$ cat config.mk
export PLATFORM = sky130hd
export DESIGN_NAME = stopwatch_ctrl
export DESIGN_NICKNAME = d
export VERILOG_FILES = /design/src/rtl/stopwatch_pkg.sv /design/src/rtl/btn_pulse.sv /design/src/rtl/stopwatch_ctrl.sv
export SDC_FILE = /design/constraint.sdc
export NUM_CORES = 1
export LEC_CHECK = 0
export ABC_CLOCK_PERIOD_IN_PS = 1950
export BUFFER_PORTS_ARGS = -buffer_cell sky130_fd_sc_hd__buf_2
export CAP_MARGIN = 40
export CORE_MARGIN = 1
export CORE_UTILIZATION = 56
export DETAILED_ROUTE_END_ITERATION = 10
export PLACE_DENSITY = 0.74
export SYNTH_ARGS = -nofsm -noshare
export SYNTH_HDL_FRONTEND = slang
export SYNTH_SLANG_ARGS = --single-unit
export TNS_END_PERCENT = 1
$ cat constraint.sdc
create_clock -name clk -period 1.95 [get_ports clk]
set_input_delay 0.39 -clock clk [delete_from_list [all_inputs] [get_ports clk]]
set_output_delay 0.39 -clock clk [all_outputs]
set_load 0.02 [all_outputs]
$ cat src/rtl/stopwatch_pkg.sv
// Shared types and constants for the stopwatch controller.
// The LAP state exists only when STOPWATCH_LAP_EN is defined.
package stopwatch_pkg;

`ifdef STOPWATCH_LAP_EN
    typedef enum logic [1:0] {
        ST_IDLE  = 2'd0,
        ST_RUN   = 2'd1,
        ST_PAUSE = 2'd2,
        ST_LAP   = 2'd3
    } state_t;
`else
    typedef enum logic [1:0] {
        ST_IDLE  = 2'd0,
        ST_RUN   = 2'd1,
        ST_PAUSE = 2'd2
    } state_t;
`endif

    // Per-digit wrap limits: tenths, seconds, ten-seconds, minutes
    localparam logic [3:0] D0_MAX = 4'd9;
    localparam logic [3:0] D1_MAX = 4'd9;
    localparam logic [3:0] D2_MAX = 4'd5;
    localparam logic [3:0] D3_MAX = 4'd9;

    localparam int DEF_TICK_DIV   = 10000000;
    localparam int DEF_SCAN_DIV   = 2500000;
    localparam int DEF_DEB_CYCLES = 200000;

endpackage

$ cat src/rtl/btn_pulse.sv
// Raw button conditioning: 2-flop synchronizer, level debouncer and a
// one-cycle press pulse on each accepted 0->1 change.
module btn_pulse #(
    parameter int DEB_CYCLES = stopwatch_pkg::DEF_DEB_CYCLES
) (
    input  logic clk,
    input  logic rst,
    input  logic btn,
    output logic pulse
);

    localparam int CW = (DEB_CYCLES > 1) ? $clog2(DEB_CYCLES) : 1;
    localparam logic [CW-1:0] DEB_LAST = CW'(DEB_CYCLES - 1);

    logic          sync_p0, sync_p1;
    logic          vld_p0, vld_p1;
    logic          armed;
    logic          deb_lvl, deb_d;
    logic [CW-1:0] deb_cnt;

    always_ff @(posedge clk or negedge rst) begin
        if (!rst) begin
            sync_p0 <= 1'b0;
            sync_p1 <= 1'b0;
            vld_p0  <= 1'b0;
            vld_p1  <= 1'b0;
            armed   <= 1'b0;
            deb_lvl <= 1'b0;
            deb_d   <= 1'b0;
            deb_cnt <= '0;
        end else begin
            sync_p0 <= btn;
            sync_p1 <= sync_p0;
            vld_p0  <= 1'b1;
            vld_p1  <= vld_p0;
            // A button held through reset must be seen released before it can fire
            if (vld_p1 && !sync_p1)
                armed <= 1'b1;
            deb_d <= deb_lvl;
            if (sync_p1 == deb_lvl) begin
                deb_cnt <= '0;
            end else if (deb_cnt == DEB_LAST) begin
                deb_lvl <= sync_p1;
                deb_cnt <= '0;
            end else begin
                deb_cnt <= deb_cnt + 1'b1;
            end
        end
    end

    assign pulse = deb_lvl & ~deb_d & armed;

endmodule

$ cat src/rtl/stopwatch_ctrl.sv
// Stopwatch: start/stop and lap/clear buttons, 0.1 s BCD count, 4-digit scan.
// Lap freeze display is built only when STOPWATCH_LAP_EN is defined.
module stopwatch_ctrl
    import stopwatch_pkg::*;
#(
    parameter int TICK_DIV   = DEF_TICK_DIV,
    parameter int SCAN_DIV   = DEF_SCAN_DIV,
    parameter int DEB_CYCLES = DEF_DEB_CYCLES
) (
    input  logic       clk,
    input  logic       rst,
    input  logic       btn_start,
    input  logic       btn_lap,
    output logic [2:0] hexplay_an,
    output logic [3:0] hexplay_data,
    output logic       running,
    output logic       lap_active
);

    localparam int PW = (TICK_DIV > 1) ? $clog2(TICK_DIV) : 1;
    localparam int SW = (SCAN_DIV > 1) ? $clog2(SCAN_DIV) : 1;
    localparam logic [PW-1:0] P_LAST = PW'(TICK_DIV - 1);
    localparam logic [SW-1:0] S_LAST = SW'(SCAN_DIV - 1);

    state_t        state, state_nxt;
    logic          start_p, lap_p;
    logic          clear;
    logic [PW-1:0] presc;
    logic [15:0]   count;
    logic [15:0]   disp;
    logic [SW-1:0] scan_cnt;
    logic [1:0]    an_p0;

    // Ripple BCD increment of {d3,d2,d1,d0}; 9:59.9 rolls to 0:00.0
    function automatic logic [15:0] bcd_inc(input logic [15:0] v);
        logic [15:0] r;
        r = v;
        if (v[3:0] != D0_MAX) begin
            r[3:0] = v[3:0] + 4'd1;
        end else begin
            r[3:0] = 4'd0;
            if (v[7:4] != D1_MAX) begin
                r[7:4] = v[7:4] + 4'd1;
            end else begin
                r[7:4] = 4'd0;
                if (v[11:8] != D2_MAX) begin
                    r[11:8] = v[11:8] + 4'd1;
                end else begin
                    r[11:8]  = 4'd0;
                    r[15:12] = (v[15:12] != D3_MAX) ? v[15:12] + 4'd1 : 4'd0;
                end
            end
        end
        return r;
    endfunction

    btn_pulse #(.DEB_CYCLES(DEB_CYCLES)) u_start (
        .clk   (clk),
        .rst   (rst),
        .btn   (btn_start),
        .pulse (start_p)
    );

    btn_pulse #(.DEB_CYCLES(DEB_CYCLES)) u_lap (
        .clk   (clk),
        .rst   (rst),
        .btn   (btn_lap),
        .pulse (lap_p)
    );

`ifdef STOPWATCH_LAP_EN
    logic        capture;
    logic [15:0] lap_reg;
`endif

    // Start is tested first everywhere, so it wins over a simultaneous lap
    always_comb begin
        state_nxt = state;
        clear     = 1'b0;
`ifdef STOPWATCH_LAP_EN
        capture   = 1'b0;
`endif
        case (state)
            ST_IDLE: begin
                if (start_p) state_nxt = ST_RUN;
            end
            ST_RUN: begin
                if (start_p) begin
                    state_nxt = ST_PAUSE;
                end
`ifdef STOPWATCH_LAP_EN
                else if (lap_p) begin
                    state_nxt = ST_LAP;
                    capture   = 1'b1;
                end
            end
            ST_LAP: begin
                if (start_p)    state_nxt = ST_PAUSE;
                else if (lap_p) state_nxt = ST_RUN;
`endif
            end
            ST_PAUSE: begin
                if (start_p) begin
                    state_nxt = ST_RUN;
                end else if (lap_p) begin
                    state_nxt = ST_IDLE;
                    clear     = 1'b1;
                end
            end
            default: state_nxt = ST_IDLE;
        endcase
    end

`ifdef STOPWATCH_LAP_EN
    assign running    = (state == ST_RUN) || (state == ST_LAP);
    assign lap_active = (state == ST_LAP);
    assign disp       = lap_active ? lap_reg : count;

    always_ff @(posedge clk or negedge rst) begin
        if (!rst)
            lap_reg <= '0;
        else if (capture)
            lap_reg <= count;
    end
`else
    assign running    = (state == ST_RUN);
    assign lap_active = 1'b0;
    assign disp       = count;
`endif

    always_ff @(posedge clk or negedge rst) begin
        if (!rst) begin
            state <= ST_IDLE;
            presc <= '0;
            count <= '0;
        end else begin
            state <= state_nxt;
            if (clear) begin
                presc <= '0;
                count <= '0;
            end else if (running) begin
                if (presc == P_LAST) begin
                    presc <= '0;
                    count <= bcd_inc(count);
                end else begin
                    presc <= presc + 1'b1;
                end
            end
        end
    end

    // Digit scan: data register lags the digit index by one cycle
    always_ff @(posedge clk or negedge rst) begin
        if (!rst) begin
            scan_cnt     <= '0;
            an_p0        <= 2'd0;
            hexplay_data <= 4'd0;
        end else begin
            if (scan_cnt == S_LAST) begin
                scan_cnt <= '0;
                an_p0    <= an_p0 + 2'd1;
            end else begin
                scan_cnt <= scan_cnt + 1'b1;
            end
            hexplay_data <= disp[{an_p0, 2'b00} +: 4];
        end
    end

    assign hexplay_an = {1'b0, an_p0};

endmodule

==> results.toml <==
[status]
status = "complete, but fails checks"
violations = "setup timing"

[logic_synthesis]
synth_area_leaders = "dfrtp_1, xor2_1, nor2_1"
synth_compound_area_frac = 0.0468
synthSimpleGateAreaFrac = 0.256
avgSynthCellArea_um2 = 10.1
synthArstFlopShare = 1.00
syn_inst = 571
yosys-top-cells-count = "dfrtp_1, nor2_1, nand2_1"
synth_top_family_by_area = "simple AND/OR/NAND/NOR gates"
synth-seq-cells = 118
synth_warnings = 0
synthFlopType = "dfrtp_1"
synth.most_common_cell = "dfrtp_1"
synth_area_um2 = 5780
synth_edf_count = 0
synth-xor-area-share = 0.109
synthMuxAreaShare = 0.0264
yosysTopAreaCell = "dfrtp_1"
synth_fa_ha_area_frac = 0.0260
ys_seq_area_frac = 0.511
synth_cell_types = 54
synth.top_cell.area_share = 0.511

[clocking]
insertion_delay_ps = 530
clockBufferDepth = 2
cts-root-buf = "clkbuf_8"
ctsHtreeMaxLevel = 4
cts_sinks = 118
path_clk_slew_ps = 60
tritoncts = "built"
cts_buffers = 17

[place]
post-dp-hpwl_mm = 7.79
post-place-cells = 746
io_buffers = 10
dp_slack_ps = -88.0
finalWeightedCongestion = 0.828
postPlaceCellArea_um2 = 6350

[power_and_ir_drop]
p_leak_nw = 3.28
power.density_nw_per_um2 = 761
vdd_ir_drop_max_mv = 0.703

[final_layout]
nNetsFinal = 653
seq_area_um2 = 2950
antennaDiodeCount = 0
n_fill_cell = 712
area_growth_pct = 22.2
fin_util = 0.713
multi_input_area_um2 = 2820
final_cell_count_no_fill = 783
drive_above_1_share = 0.195
final_cell_area_um2 = 7060

[floorplanning]
ios = 13
die-area_um2 = 10700
start_util = 0.583
rows = 36
coreArea_um2 = 9910
die_w_um = 104
die_h_um = 104

[sta]
slew-limit-headroom = 0.648
worst_slack_ps = -88.9
rsz0062_at_grt = "yes"
max_freq_mhz = 490
whs_ps = 284
finalCritPeriodShare = 1.05
period_needed_ps = 2040
worst_clock_skew_ps = 6.03
worst_pin_slew_ps = 528
finalMaxSlewViolations = 0
hold_violations = 0
setup_viol_count_final = 5

[critical_path]
crit_family = "simple AND/OR/NAND/NOR gates"
crit_path_frequent_cell = "or4_4"
rr_worst_depth = 6
path_cells = "ha_2 > nand2_2 > or4_4 > or2_4 > or4_4 > a21oi_2"
crit_slowest_cell = "or4_4"
cp_max_fo = 7
cp.required_ps = 2410
cp-start-kind = "flop"
cp.depth = 6
cpPeakStageDelay_ps = 520
criticalPathCategory = "flop to flop"
worstSetupEndpointType = "flop"
cp.arrival_ps = 2500
critPathBufInv = 0

[job]
maxCapViolations = 0

[grt]
use_met3 = 0.0485
grt_pass1_vias = 4416
grt-ovfl-total = 0
use_met1 = 0.326
grt_antenna_before_repair = 0
grt_pass1_wl_mm = 20.9
grt_use_met2 = 0.387
busiest_layer = "met2"
grt_usage = 0.246
grt_max_degree = 37

[route]
dr_total_vias = 4452
drt-total-wl_mm = 12.1
drtIter0Drc = 288
routed_via_density = 5.69
first_pass_iters = 5
post_drt_wl_per_cell_um = 15.5
antenna_left = 0
drc = 0

[hold_path]
holdCritPathClass = "input port to async pin"
[through the flow]
step | setup TNS [ps] | total power, mW
after floorplan | -717 | 2.56
after global routing | -1260 | 5.55
final | -243 | 5.37
after global placement | -74.4 | 2.62
after detailed placement | -592 | 2.63
after CTS | -477 | 5.43
[placed cells by master, fill, tap and decap left out, types with 4 or more instances in the layout]
cell type and n:
nor3b_1 6, dfrtp_1 117, inv_1 15, buf_4 45, or3_1 4, o21ai_0 11, nand4_1 24, xor2_1 45
buf_12 4, clkbuf_8 6, and2_1 8, xnor2_1 27, clkinv_2 8, nor4b_1 6, clkbuf_16 16, nor3_1 12
mux2i_1 4, and3_1 11, mux4_2 4, nand2_1 45, and4_1 6, nor2_1 80, nand3_1 38, ha_1 10
a21oi_1 4, buf_2 8, nor4_1 6
[cell type report]
type | count | share of cell area
Clock buffer | 23 | 0.0689
Clock inverter | 9 | 0.00708
Inverter | 16 | 0.00868
Multi-Input combinational cell | 421 | 0.400
Sequential cell | 118 | 0.418
Tap cell | 133 | 0.0236
Timing Repair Buffer | 63 | 0.0739
[where the power goes]
group | total, mW | internal, mW | switching, mW
Sequential | 2.48 | 2.47 | 0.0141
Clock | 2.79 | 1.71 | 1.08
Combinational | 0.103 | 0.0299 | 0.0735
[metal layers]
layer | vias up | wire, um
met4 | 0 | 265
met3 | 24 | 407
met5 | - | 0
met2 | 95 | 6010
li1 | 2134 | -
met1 | 2199 | 5440
[flip-flops by register name, indices dropped and copies added (netlist names)]
register and count:
u_lap.deb_d 1, u_start.armed 1, scan_cnt 22, u_lap.deb_cnt 18, state 2, count 16, u_start.deb_d 1, u_lap.deb_lvl 1
u_start.deb_lvl 1, an_p0 2, u_lap.vld_p1 1, u_lap.vld_p0 1, presc 24, u_lap.armed 1, u_start.sync_p1 1, u_lap.sync_p1 1
hexplay_data 4, u_lap.sync_p0 1, u_start.sync_p0 1, u_start.deb_cnt 18
[cell families after synthesis]
| group | Yosys count |
|---|---|
| AOI/OAI and AO/OA | 42 |
| muxes | 10 |
| DFF | 118 |
| xor gates and xnor gates | 72 |
| adders and majority gates | 12 |
| and+or+nand+nor | 282 |
| buffers and inverters | 33 |
| other | 2 |
[path summary, 6_finish.rpt]
path	from	to	slack (ps)
min	rst	presc[13]	280
min reg2reg	u_start.sync_p0	u_start.sync_p1	350
min in group clk	u_start.sync_p0	u_start.sync_p1	350
max reg2reg	presc[1]	count[4]	-90
max	presc[1]	count[4]	-90
max in group asynchronous	rst	count[6]	1140
[repair_timing]
action,in CTS,in global routing
pin swaps,4,6
hold buffers,3,0
resized for setup,5,24
setup buffers,0,2
setup endpoints to repair,28,47
endpoints found under the hold margin,15,0
Power figures use the tool's default switching activity.
